**config.mk**
```make
export PLATFORM = sky130hd
export DESIGN_NAME = bram_lsu
export DESIGN_NICKNAME = d
export VERILOG_FILES = /design/src/rtl/bram_lsu.sv
export SDC_FILE = /design/constraint.sdc
export NUM_CORES = 1
export LEC_CHECK = 0
export ABC_AREA = 0
export CORE_MARGIN = 3
export CORE_UTILIZATION = 47
export CTS_CLUSTER_DIAMETER = 80
export DETAILED_ROUTE_END_ITERATION = 6
export PLACE_DENSITY = 0.87
export SLEW_MARGIN = 40
export SYNTH_ARGS = -nofsm -noshare
export SYNTH_HDL_FRONTEND = slang
export SYNTH_SLANG_ARGS = --single-unit
```
**constraint.sdc**
```tcl
create_clock -name clk -period 5.8 [get_ports clk]
set_clock_uncertainty 0.2 [all_clocks]
set_input_delay 1.16 -clock clk [delete_from_list [all_inputs] [get_ports clk]]
set_output_delay 1.16 -clock clk [all_outputs]
set_load 0.05 [all_outputs]
```
**src/rtl/bram_lsu.sv**
```systemverilog
// Load/store initiator for a single-port, read-first, byte-enabled data BRAM.
// One request in flight; stores become lane enables, loads are extracted and extended.
module bram_lsu #(
  parameter int ADDR_WIDTH = 32,
  parameter int DATA_WIDTH = 32
) (
  input  logic                  clk,
  input  logic                  rstn,
  input  logic                  req_valid,
  output logic                  req_ready,
  input  logic                  req_we,
  input  logic [1:0]            req_size,
  input  logic                  req_unsigned,
  input  logic [ADDR_WIDTH-1:0] req_addr,
  input  logic [DATA_WIDTH-1:0] req_wdata,
  output logic                  rsp_valid,
  input  logic                  rsp_ready,
  output logic [DATA_WIDTH-1:0] rsp_rdata,
  output logic                  rsp_err,
  output logic [3:0]            mem_we,
  output logic [ADDR_WIDTH-1:0] mem_addr,
  output logic [DATA_WIDTH-1:0] mem_di,
  input  logic [DATA_WIDTH-1:0] mem_dout,
  output logic [1:0]            dbg_state
);

  // Both ports are valid/ready: a transfer happens on a rising edge where valid and
  // ready are both high; the producer holds valid and its payload until that edge.
  typedef enum logic [1:0] {IDLE = 2'd0, ACCESS = 2'd1, CAPTURE = 2'd2, RESP = 2'd3} state_e;

  state_e                state_q, state_d;
  logic [3:0]            mem_we_q, mem_we_d;
  logic [ADDR_WIDTH-1:0] mem_addr_q, mem_addr_d;
  logic [DATA_WIDTH-1:0] mem_di_q, mem_di_d;
  logic [DATA_WIDTH-1:0] rdata_q, rdata_d;
  logic                  err_q, err_d;
  logic                  we_q, we_d;
  logic [1:0]            size_q, size_d;
  logic                  uns_q, uns_d;
  logic [1:0]            lane_q, lane_d;

  logic                  illegal;
  logic [7:0]            byte_sel;
  logic [15:0]           half_sel;

  assign illegal = (req_size == 2'b11) ||
                   ((req_size == 2'b01) && req_addr[0]) ||
                   ((req_size == 2'b10) && (req_addr[1:0] != 2'b00));

  always_comb begin
    byte_sel = 8'h00;
    case (lane_q)
      2'd0:    byte_sel = mem_dout[7:0];
      2'd1:    byte_sel = mem_dout[15:8];
      2'd2:    byte_sel = mem_dout[23:16];
      default: byte_sel = mem_dout[31:24];
    endcase
    half_sel = lane_q[1] ? mem_dout[31:16] : mem_dout[15:0];
  end

  always_comb begin
    state_d    = state_q;
    mem_we_d   = mem_we_q;
    mem_addr_d = mem_addr_q;
    mem_di_d   = mem_di_q;
    rdata_d    = rdata_q;
    err_d      = err_q;
    we_d       = we_q;
    size_d     = size_q;
    uns_d      = uns_q;
    lane_d     = lane_q;
    case (state_q)
      IDLE: begin
        if (req_valid) begin
          we_d    = req_we;
          size_d  = req_size;
          uns_d   = req_unsigned;
          lane_d  = req_addr[1:0];
          rdata_d = '0;
          if (illegal) begin
            err_d   = 1'b1;
            state_d = RESP;
          end else begin
            mem_addr_d = req_addr;
            state_d    = ACCESS;
            case (req_size)
              2'b00: begin
                mem_we_d = 4'b0001 << req_addr[1:0];
                mem_di_d = {4{req_wdata[7:0]}};
              end
              2'b01: begin
                mem_we_d = req_addr[1] ? 4'b1100 : 4'b0011;
                mem_di_d = {2{req_wdata[15:0]}};
              end
              default: begin
                mem_we_d = 4'b1111;
                mem_di_d = req_wdata;
              end
            endcase
            if (!req_we) mem_we_d = 4'b0000;
          end
        end
      end
      ACCESS: begin
        mem_we_d = 4'b0000;
        if (we_q) begin
          rdata_d = '0;
          err_d   = 1'b0;
          state_d = RESP;
        end else begin
          state_d = CAPTURE;
        end
      end
      CAPTURE: begin
        case (size_q)
          2'b00:   rdata_d = {{24{~uns_q & byte_sel[7]}}, byte_sel};
          2'b01:   rdata_d = {{16{~uns_q & half_sel[15]}}, half_sel};
          default: rdata_d = mem_dout;
        endcase
        state_d = RESP;
      end
      default: begin
        if (rsp_ready) begin
          err_d   = 1'b0;
          state_d = IDLE;
        end
      end
    endcase
  end

  always_ff @(posedge clk or negedge rstn) begin
    if (!rstn) begin
      state_q    <= IDLE;
      mem_we_q   <= 4'b0000;
      mem_addr_q <= '0;
      mem_di_q   <= '0;
      rdata_q    <= '0;
      err_q      <= 1'b0;
      we_q       <= 1'b0;
      size_q     <= 2'b00;
      uns_q      <= 1'b0;
      lane_q     <= 2'b00;
    end else begin
      state_q    <= state_d;
      mem_we_q   <= mem_we_d;
      mem_addr_q <= mem_addr_d;
      mem_di_q   <= mem_di_d;
      rdata_q    <= rdata_d;
      err_q      <= err_d;
      we_q       <= we_d;
      size_q     <= size_d;
      uns_q      <= uns_d;
      lane_q     <= lane_d;
    end
  end

  assign req_ready = (state_q == IDLE);
  assign rsp_valid = (state_q == RESP);
  assign rsp_rdata = rdata_q;
  assign rsp_err   = err_q;
  assign mem_we    = mem_we_q;
  assign mem_addr  = mem_addr_q;
  assign mem_di    = mem_di_q;
  assign dbg_state = state_q;

endmodule

```
# == Word-level counts from Yosys, hierarchy flattened ==
# Cells that the tools add are included.
# classes
eq_ne,13
mux,23
reduce_logical,19
n_shift,1
bitwise,5
# ops
cell,n
$pmux W32 S2,2
$pmux W32 S3,1
$mux W32,2
$pmux W8 S3,1
$mux W16,1
$mux W4,4
$pmux W4 S2,2
$eq A2 B2 Y1 const B,5
$reduce_and A3 Y1,3
$eq A2 B1 Y1 const B,4
$logic_not A2 Y1,4
$mux W2,3
$ne A2 B2 Y1 const B,3
$pmux W2 S3,1
$reduce_bool A3 Y1,2
$mux W1,5
$reduce_and A5 Y1,1
$reduce_and A2 Y1,2
$reduce_bool A2 Y1,2
$reduce_bool A4 Y1,1
$shl A1 B2 Y4 const A,1
$not A1 Y1,3
$pmux W1 S3,1
$and A1 B1 Y1,2
3 further kinds,5
# totals
out_inout_bits,105
elab_cells,71
in_bits,104
reg_bits,109

# == Longest topological paths before layout ==
# Gate-level depths: netlist of the first run.
# logic_depth
depth_word,7
ltp_mapped,10
ltp_nobuf,6

# == Worst setup path before layout of the first run ==
# OpenSTA, ideal clock, no wires.
# synth_path
path_kind,register -> register
startpoint,reg state_q[0] (netlist: dbg_state[0])
endpoint,reg mem_we_q[0] (netlist: mem_we[0])
setup_ns,0.125
required_time_ns,5.475
stages_incl_launch_ff,9
n_path_buf,2
arrival_ns,2.499
period_less_slack_ns,2.823
slack_ns,2.977
cell_sequence,dfrtp_1 -> inv_1 -> ha_1 -> buf_4 -> nand2_1 -> o21bai_1 -> buf_2 -> o21ai_0 -> mux2_2
# synth_between
elab_chain_cells,3
elab_cells_between_ends,7
cone_classes,eq/ne (3); mux (1); reduce/logical (3)
# synth_rtl
item,line_no,source
from (decl),31,"state_e state_q, state_d;"
from (signal assigned),144,state_q <= state_d;
$logic_not A2 Y1 (*),-,
via req_ready,10,"output logic req_ready,"
$ne A2 B2 Y1 (no source line) or $reduce_bool A2 Y1 (tied branches),-,
$reduce_and A3 Y1 (no source line),-,
to (signal assigned),145,mem_we_q <= mem_we_d;
to (decl),32,"logic [3:0] mem_we_q, mem_we_d;"
# The timed path passes the listed nets; every way through them passes the cells marked *.
# A chain may end at the register's enable or synchronous reset.

# == Worst setup path in the final report of the first run ==
# layout_path
startpoint,reg state_q[0] (netlist: dbg_state[0])
endpoint,out req_ready
# layout_between
elab_chain_cells,1
# layout_rtl
item,line_no,source
$logic_not A2 Y1,157,assign req_ready = (state_q == IDLE);
to (decl),10,
# Every way passes these cells.

==> results of run 1 <==
-- layer usage --
| metal | vias to the layer above | part of all wire | global-route usage | wire [um] |
|---|---|---|---|---|
| met5 | - | 0 | 0 | 0 |
| met2 | 202 | 0.48 | 0.395 | 6960 |
| li1 | 1992 | - | - | - |
| met1 | 2120 | 0.38 | 0.286 | 5510 |
| met4 | 0 | 0.029 | 0.0985 | 419 |
| met3 | 30 | 0.11 | 0.0879 | 1590 |
-- kinds of logic after synthesis --
family / after synthesis / synth area share
compound gates: 123 / 0.165
flops: 109 / 0.535
mux: 83 / 0.178
simple gates: 79 / 0.0719
buf+inv: 47 / 0.0398
fa+ha+maj: 4 / 0.00982
-- cell usage after synthesis, drive strengths merged (2+ instances only) --
cell	count
a22o	14
nor2	27
mux2i	24
nor3	2
nand2	32
nor3b	6
dfrtp	109
nor2b	4
clkbuf	16
nand2b	3
o22ai	2
ha	4
a311oi	6
a221o	16
mux2	59
buf	15
inv	16
o21ai	43
a22oi	2
a21oi	30
-- power by group --
part / switching [mW] / total, mW / internal [mW]
combinational: 1.77 / 2.80 / 1.03
sequential: 0.249 / 1.34 / 1.09
clock: 0.247 / 0.428 / 0.181
-- worst max-delay path by stage --
stage | slack, ps | depth (start not counted) | end | startpoint
2_1_floorplan | 2980 | 8 | mem_we[0]$_DFFE_PN0P_ | dbg_state[0]$_DFFE_PN0P_
3_3_place_gp | 2050 | 5 | mem_addr[27]$_DFFE_PN0P_ | req_size[0]
3_5_place_dp | 1990 | 5 | mem_addr[10]$_DFFE_PN0P_ | req_size[0]
4_1_cts | 2190 | 3 | req_ready | dbg_state[0]$_DFFE_PN0P_
5_1_grt | 2110 | 3 | req_ready | dbg_state[0]$_DFFE_PN0P_
6_report | 2210 | 3 | req_ready | dbg_state[0]$_DFFE_PN0P_
-- critical path, cell delays in order (launching register included) --
cell and delay [ps]:
dfrtp_1 430, inv_1 120, ha_1 420, clkdlybuf4s50_1 900
-- through the flow --
stage               utilization  total power [mW]  area (um2)  hold slack [ps]
finish                    0.717              4.57        7470              287
global route              0.717              4.81        7470              325
CTS                       0.716              4.59        7460              292
detailed placement        0.699              4.15        7280              270
global placement          0.699              4.08        7280              262
floorplan                     -              3.19        5100              294
-- flip-flops by register name, indices dropped and copies added, names as in the netlist --
name / count
mem_addr: 32
mem_di: 32
rsp_rdata: 32
mem_we: 4
dbg_state: 2
lane_q: 2
size_q: 2
rsp_err: 1
uns_q: 1
we_q: 1
-- final cells by class --
cell class / count / area (um2)
Tap cell: 136 / 170
Sequential cell: 109 / 2730
Fill cell: 745 / 2950
Multi-Input combinational cell: 289 / 2200
Clock inverter: 3 / 18.8
Clock buffer: 13 / 159
Timing Repair Buffer: 213 / 2130
Inverter: 16 / 60.1
==> flow_summary_export.csv, run 1 <==
group,metric,value,unit
sta,period_needed,3590,ps
detailed_routing,drcViolationCount,0,
sta,timing_hold_violations_final,0,
power,pwr_density_cell,611,nW/um2
worst_hold_path,worstHoldStart,"mem_di[27]$_DFFE_PN0P_",
sta,slew_headroom,0.517,
setup_path,worstSetupPathType,"reg -> out",
setup_path,r2r_cells,7,
synthesis,synth_seq_area_share,0.535,
detailed_routing,vias_per_cell,5.58,
floorplanning,die_width,110,um
sta,fin_ws,2210,ps
clocking,clk_pin_slew_worst_paths,90,ps
floorplanning,dieArea,12100,um2
synthesis,postSynthAreaPerCell,11.5,um2
global_routing,overflow,0,
sta,setup_viol,0,
final_layout,synthToLayoutAreaGrowth,46.5,%
power,ir_drop,0.405,mV
synthesis,netlist_area,5100,um2
final_layout,finalNonFillerCells,779,
sta,worst_slew_pin_slew,724,ps
final_layout,antennaDiodeCount,0,
flow_run,drv_cap,0,
setup_path,r2r_start,"dbg_state[0]$_DFFE_PN0P_",
synthesis,synth_nets,553,
placed_design,dp_hpwl,10900,um
floorplanning,initial_core_util,0.489,
sta,fin_crit_sh,0.619,
sta,slew_viol_final,0,
setup_path,critPathCaptureType,"output pin",
clocking,cts_sinks,109,
synthesis,ys_warn_count,0,
clocking,cts-htree-levels,3,
clocking,ctsLongestPathBuffers,2,
global_routing,grt_first_pass_wirelength,22600,um
setup_path,r2r-end,"rsp_rdata[20]$_DFFE_PN0P_",
clocking,post_cts.repair.setup_buffers,0,
synthesis,synth_top_area_share,0.535,
floorplanning,num_rows,37,
worst_hold_path,hold_path_depth,2,
clocking,cts-buffers-inserted,9,
setup_path,crit_arrival,2230,ps
placed_design,placed_cells,762,
global_routing,grt_use_total,0.240,
synthesis,synth_enable_flop_cells,0,
synthesis,synthTopCellsByArea,"dfrtp_1 53%, mux2_2 13%, mux2i_1 4.7%",
placed_design,gp_congestion,0.877,
clocking,cts.repair.resized,0,
synthesis,yosysTopAreaCell,"dfrtp_1",
final_layout,final_cell_mix,"207 x clkdlybuf4s50_1, 109 x dfrtp_1, 58 x mux2_2, 43 x o21ai_0, 32 x nand2_1",
setup_path,r2r_setup_slack,3010,ps
sta,fmax,279,MHz
clocking,insertion_delay,360,ps
power,p_leak,3.22,nW
clocking,root_buffer,"clkbuf_8",
synthesis,synth_ff_type,"dfrtp_1",
detailed_routing,drtIter0Drc,185,
clocking,hold_buffers,0,
floorplanning,core_area,10400,um2
synthesis,syn_inst,445,
status,status,"complete, no violations",
setup_path,cp-start-kind,"flop",
detailed_routing,vias,4344,
synthesis,ys_types,42,
final_layout,drive_gt1_frac,0.137,
synthesis,async_flop_share,1.00,
final_layout,fin_nets,746,
clocking,cts_tree,"built",
global_routing,grt_max_degree,78,
placed_design,place_ws,1990,ps
setup_path,cp.required,4440,ps
placed_design,io_buffers,208,
floorplanning,pin_count,209,
synthesis,ys_ff_latch,109,
final_layout,layout_commonest_cell,"clkdlybuf4s50_1",
detailed_routing,routed_wl,14500,um
worst_hold_path,min_to,"mem_di[27]$_DFFE_PN0P_",
detailed_routing,ant_nets,0,
sta,rsz0062_at_grt,"false",
setup_path,path_max_fanout,10,
detailed_routing,wire_per_inst,18.6,um
worst_hold_path,hold_path.class,"reg -> reg",
global_routing,antenna_found_initial,0,
floorplanning,die_h,110,um
detailed_routing,drt_pass1_iterations,5,
sta,setup_tns,0,ps
global_routing,first_global_vias,4497,
Power figures use the tool's default switching activity.
==> run 2, diff against run 1 <==
--- a/config.mk
+++ b/config.mk
@@ -7,10 +7,10 @@
 export LEC_CHECK = 0
 export ABC_AREA = 0
 export CORE_MARGIN = 3
-export CORE_UTILIZATION = 47
+export CORE_UTILIZATION = 39
 export CTS_CLUSTER_DIAMETER = 80
 export DETAILED_ROUTE_END_ITERATION = 6
-export PLACE_DENSITY = 0.87
+export PLACE_DENSITY = 0.77
 export SLEW_MARGIN = 40
 export SYNTH_ARGS = -nofsm -noshare
 export SYNTH_HDL_FRONTEND = slang
==> constraint.sdc (replaced) <==
create_clock -name clk -period 3.3 [get_ports clk]
set_clock_uncertainty 0.2 [all_clocks]
set_input_delay 0.66 -clock clk [delete_from_list [all_inputs] [get_ports clk]]
set_output_delay 0.66 -clock clk [all_outputs]
set_load 0.05 [all_outputs]
==> flow_summary_export.csv, run 2 (synthesis gave the netlist of run 1 again) <==
group,metric,value,unit
setup_path,crit_arrival,2190,ps
clocking,cts.repair.resized,0,
floorplanning,dieArea,14500,um2
power,p_leak,3.30,nW
clocking,insertion_delay,350,ps
clocking,hold_buffers,0,
flow_run,drv_cap,0,
detailed_routing,drtIter0Drc,347,
global_routing,grt_first_pass_wirelength,23200,um
clocking,root_buffer,"clkbuf_16",
sta,slew_headroom,0.548,
detailed_routing,ant_nets,0,
power,p_total,8.37,mW
global_routing,overflow,0,
global_routing,grt_max_degree,71,
placed_design,dp_hpwl,11000,um
global_routing,antenna_found_initial,1,
final_layout,fillers,1088,
detailed_routing,drcViolationCount,0,
final_layout,synthToLayoutAreaGrowth,50.7,%
placed_design,place_ws,352,ps
clocking,cts_tree,"built",
clocking,cts-buffers-inserted,9,
power,pwr_density_cell,1090,nW/um2
detailed_routing,wire_per_inst,17.8,um
placed_design,placed_cells,804,
sta,fin_crit_sh,0.926,
global_routing,grt_use_total,0.203,
floorplanning,num_rows,41,
final_layout,layout_commonest_cell,"clkdlybuf4s50_1",
floorplanning,pin_count,209,
clocking,cts-htree-levels,3,
final_layout,finalCoreUtilization,0.604,
sta,timing_hold_violations_final,0,
sta,slew_viol_final,0,
sta,period_needed,3050,ps
clocking,cts_sinks,109,
clocking,clk_pin_slew_worst_paths,70,ps
detailed_routing,vias,4295,
sta,setup_tns,0,ps
detailed_routing,drt_pass1_iterations,7,
placed_design,io_buffers,208,
final_layout,fin_nets,752,
status,status,"complete, no violations",
setup_path,path_max_fanout,10,
final_layout,finalNonFillerCells,821,
sta,rsz0062_at_grt,"false",
sta,setup_viol,0,
worst_hold_path,hold_path.class,"in -> async",
sta,worst_slew_pin_slew,677,ps
floorplanning,initial_core_util,0.401,
clocking,post_cts.repair.setup_buffers,0,
setup_path,cp-start-kind,"flop",
final_layout,final_cell_mix,"207 x clkdlybuf4s50_1, 109 x dfrtp_1, 58 x mux2_2, 43 x o21ai_0, 32 x nand2_1",
detailed_routing,routed_wl,14600,um
setup_path,worstSetupPathType,"reg -> out",
sta,fin_ws,246,ps
global_routing,first_global_vias,4385,
setup_path,critPathCaptureType,"output pin",
floorplanning,die_width,120,um
placed_design,gp_congestion,0.897,
power,ir_drop,0.695,mV
final_layout,multi_input_area,2200,um2
sta,fmax,327,MHz
floorplanning,core_area,12700,um2
clocking,ctsLongestPathBuffers,2,
final_layout,seq_area,2730,um2
setup_path,cp.required,2440,ps
detailed_routing,vias_per_cell,5.23,
floorplanning,die_h,120,um
final_layout,drive_gt1_frac,0.144,
[run 2: cell count changes in the layout (fill, tap and decap cells not counted)]
| cell | previous run | this run |
|---|---|---|
| buf_12 | 1 | 2 |
| buf_4 | 4 | 7 |
| buf_6 | 1 | 2 |
| bufinv_16 | 0 | 1 |
| clkbuf_16 | 0 | 9 |
| clkbuf_4 | 0 | 1 |
| clkbuf_8 | 11 | 0 |
| diode_2 | 0 | 1 |
[run 2: layout make-up]
class | instances | share of cell area
multi-input cells | 289 | 0.287
flip-flops and latches | 109 | 0.355
inverters | 16 | 0.00782
well taps | 172 | 0.0280
diodes | 1 | 0.000326
clock inverters | 4 | 0.00635
repair buffers | 219 | 0.286
clock buffers | 11 | 0.0303
[run 2: report_power, final]
part	switching, mW	internal [mW]	leakage [nW]
combinational	3.14	1.85	1.80
sequential	0.397	1.92	1.36
clock	0.480	0.586	0.140
[run 2: path summary, 6_finish.rpt]
kind / startpoint / endpoint / slack (ps) / cells after the start
worst max-delay path: dbg_state[1]$_DFFE_PN0P_ / req_ready / 250 / 3
worst min-delay path: rstn / mem_addr[28]$_DFFE_PN0P_ / 90 / 1
worst max register to register: dbg_state[1]$_DFFE_PN0P_ / mem_we[0]$_DFFE_PN0P_ / 630 / 6
worst min register to register: mem_di[29]$_DFFE_PN0P_ / mem_di[29]$_DFFE_PN0P_ / 280 / 2
max in group asynchronous: rstn / mem_di[9]$_DFFE_PN0P_ / 2050 / 2
min in group clk: mem_di[29]$_DFFE_PN0P_ / mem_di[29]$_DFFE_PN0P_ / 280 / 2
[run 2: critical path, cell delays in order (launching register included)]
cell             delay, ps
dfrtp_1                420
inv_1                  110
ha_1                   420
clkdlybuf4s50_1        890
[run 2: per-layer routing]
metal	wire length, um	track usage
met1	5820	0.245
met5	0	0
met2	6910	0.325
met3	1630	0.0861
met4	289	0.0729
[run 2: stage by stage]
stage / cell area, um2 / hold slack [ps]
4_1_cts: 7670 / 102
3_5_place_dp: 7390 / 269
2_1_floorplan: 5100 / 164
5_1_grt: 7680 / 121
3_3_place_gp: 7360 / 262
6_report: 7680 / 87.7
==> run 3, diff against run 2 <==
--- a/config.mk
+++ b/config.mk
@@ -10,6 +10,7 @@
 export CORE_UTILIZATION = 39
 export CTS_CLUSTER_DIAMETER = 80
 export DETAILED_ROUTE_END_ITERATION = 6
+export MAX_ROUTING_LAYER = met4
 export PLACE_DENSITY = 0.77
 export SLEW_MARGIN = 40
 export SYNTH_ARGS = -nofsm -noshare
==> flow_summary_export.csv, run 3 (synthesis gave the netlist of run 1 again) <==
group,metric,value,unit
floorplanning,initial_core_util,0.401,
placed_design,io_buffers,208,
power,p_leak,3.30,nW
setup_path,critPathMaxStageDelay,890,ps
sta,fmax,327,MHz
final_layout,fin_area,7680,um2
clocking,cts.repair.resized,0,
detailed_routing,wire_per_inst,17.9,um
setup_path,crit_arrival,2190,ps
sta,slew_headroom,0.543,
floorplanning,core_area,12700,um2
clocking,cts_tree,"built",
sta,setup_viol,0,
final_layout,drive_gt1_frac,0.144,
final_layout,multi_input_area,2200,um2
clocking,cts_sinks,109,
setup_path,critPathCaptureType,"output pin",
placed_design,place_ws,352,ps
detailed_routing,drtIter0Drc,344,
final_layout,fillers,1088,
final_layout,finalCoreUtilization,0.604,
sta,setup_tns,0,ps
final_layout,final_cell_mix,"207 x clkdlybuf4s50_1, 109 x dfrtp_1, 58 x mux2_2, 43 x o21ai_0, 32 x nand2_1",
power,pwr_density_cell,1090,nW/um2
sta,rsz0062_at_grt,"false",
floorplanning,dieArea,14500,um2
final_layout,layout_commonest_cell,"clkdlybuf4s50_1",
placed_design,placed_cells,804,
global_routing,grt_max_degree,71,
sta,period_needed,3050,ps
setup_path,path_max_fanout,10,
placed_design,dp_hpwl,11000,um
global_routing,overflow,0,
clocking,clk_pin_slew_worst_paths,70,ps
sta,timing_hold_violations_final,0,
global_routing,antenna_found_initial,1,
final_layout,fin_nets,752,
placed_design,gp_congestion,0.912,
detailed_routing,drt_pass1_iterations,6,
detailed_routing,vias_per_cell,5.27,
floorplanning,die_h,120,um
setup_path,worstSetupPathType,"reg -> out",
clocking,cts-buffers-inserted,9,
sta,slew_viol_final,0,
global_routing,grt_first_pass_wirelength,23200,um
final_layout,seq_area,2730,um2
setup_path,slowest_stage,"clkdlybuf4s50_1",
detailed_routing,drcViolationCount,0,
floorplanning,num_rows,41,
setup_path,worstPathCellList,"inv_1, ha_1, clkdlybuf4s50_1",
sta,fin_crit_sh,0.925,
flow_run,drv_cap,0,
detailed_routing,routed_wl,14700,um
clocking,hold_buffers,0,
clocking,root_buffer,"clkbuf_16",
detailed_routing,ant_nets,0,
power,ir_drop,0.696,mV
detailed_routing,vias,4326,
final_layout,synthToLayoutAreaGrowth,50.7,%
clocking,insertion_delay,350,ps
placed_design,dpl_cell_area,7390,um2
setup_path,cp.required,2440,ps
global_routing,grt_use_total,0.209,
worst_hold_path,hold_path.class,"in -> async",
status,status,"complete, no violations",
floorplanning,die_width,120,um
sta,worst_slew_pin_slew,685,ps
clocking,ctsLongestPathBuffers,2,
clocking,cts-htree-levels,3,
setup_path,cp-start-kind,"flop",
clocking,post_cts.repair.setup_buffers,0,
global_routing,first_global_vias,4406,
final_layout,finalNonFillerCells,821,
floorplanning,pin_count,209,
sta,fin_ws,247,ps
[run 3: final cells by class]
cell class,instances,area share
flip-flops and latches,109,0.355
multi-input cells,289,0.287
repair buffers,219,0.286
clock buffers,11,0.0303
well taps,172,0.0280
inverters,16,0.00782
clock inverters,4,0.00635
diodes,1,0.000326
[run 3: metal layers]
| layer | track usage | share of wire | vias to the layer above |
|---|---|---|---|
| li1 | - | - | 2009 |
| met1 | 0.255 | 0.41 | 2100 |
| met2 | 0.324 | 0.47 | 199 |
| met3 | 0.0739 | 0.10 | 18 |
| met4 | 0.0729 | 0.020 | 0 |
| met5 | - | 0 | - |
[run 3: report_power, final]
part	internal, mW	total [mW]	switching (mW)
Sequential	1.92	2.32	0.398
Combinational	1.86	5.00	3.14
Clock	0.586	1.07	0.480
Total	4.36	8.38	4.02
[run 3: worst max-delay path: cells and delay by family, from the launching register on]
| family | cells | cell delay [ps] |
|---|---|---|
| flip-flops | 1 | 420 |
| buffers and inverters | 2 | 1000 |
| adder cells (fa/ha/maj) | 1 | 420 |
[run 3: worst paths after layout]
| kind | from | end | slack (ps) | depth (start not counted) |
|---|---|---|---|---|
| min reg2reg | mem_di[8]$_DFFE_PN0P_ | mem_di[8]$_DFFE_PN0P_ | 280 | 2 |
| min in group clk | mem_di[8]$_DFFE_PN0P_ | mem_di[8]$_DFFE_PN0P_ | 280 | 2 |
| max | dbg_state[1]$_DFFE_PN0P_ | req_ready | 250 | 3 |
| max in group asynchronous | rstn | mem_addr[8]$_DFFE_PN0P_ | 2060 | 2 |
| min | rstn | mem_addr[28]$_DFFE_PN0P_ | 90 | 1 |
| max reg2reg | dbg_state[1]$_DFFE_PN0P_ | mem_we[0]$_DFFE_PN0P_ | 640 | 6 |
[run 3: metrics by stage]
stage / hold WS (ps) / total power, mW
after global routing: 119 / 8.80
final: 88.8 / 8.38
after global placement: 262 / 7.18
after detailed placement: 269 / 7.33
after floorplan: 164 / 5.61
after CTS: 102 / 8.43
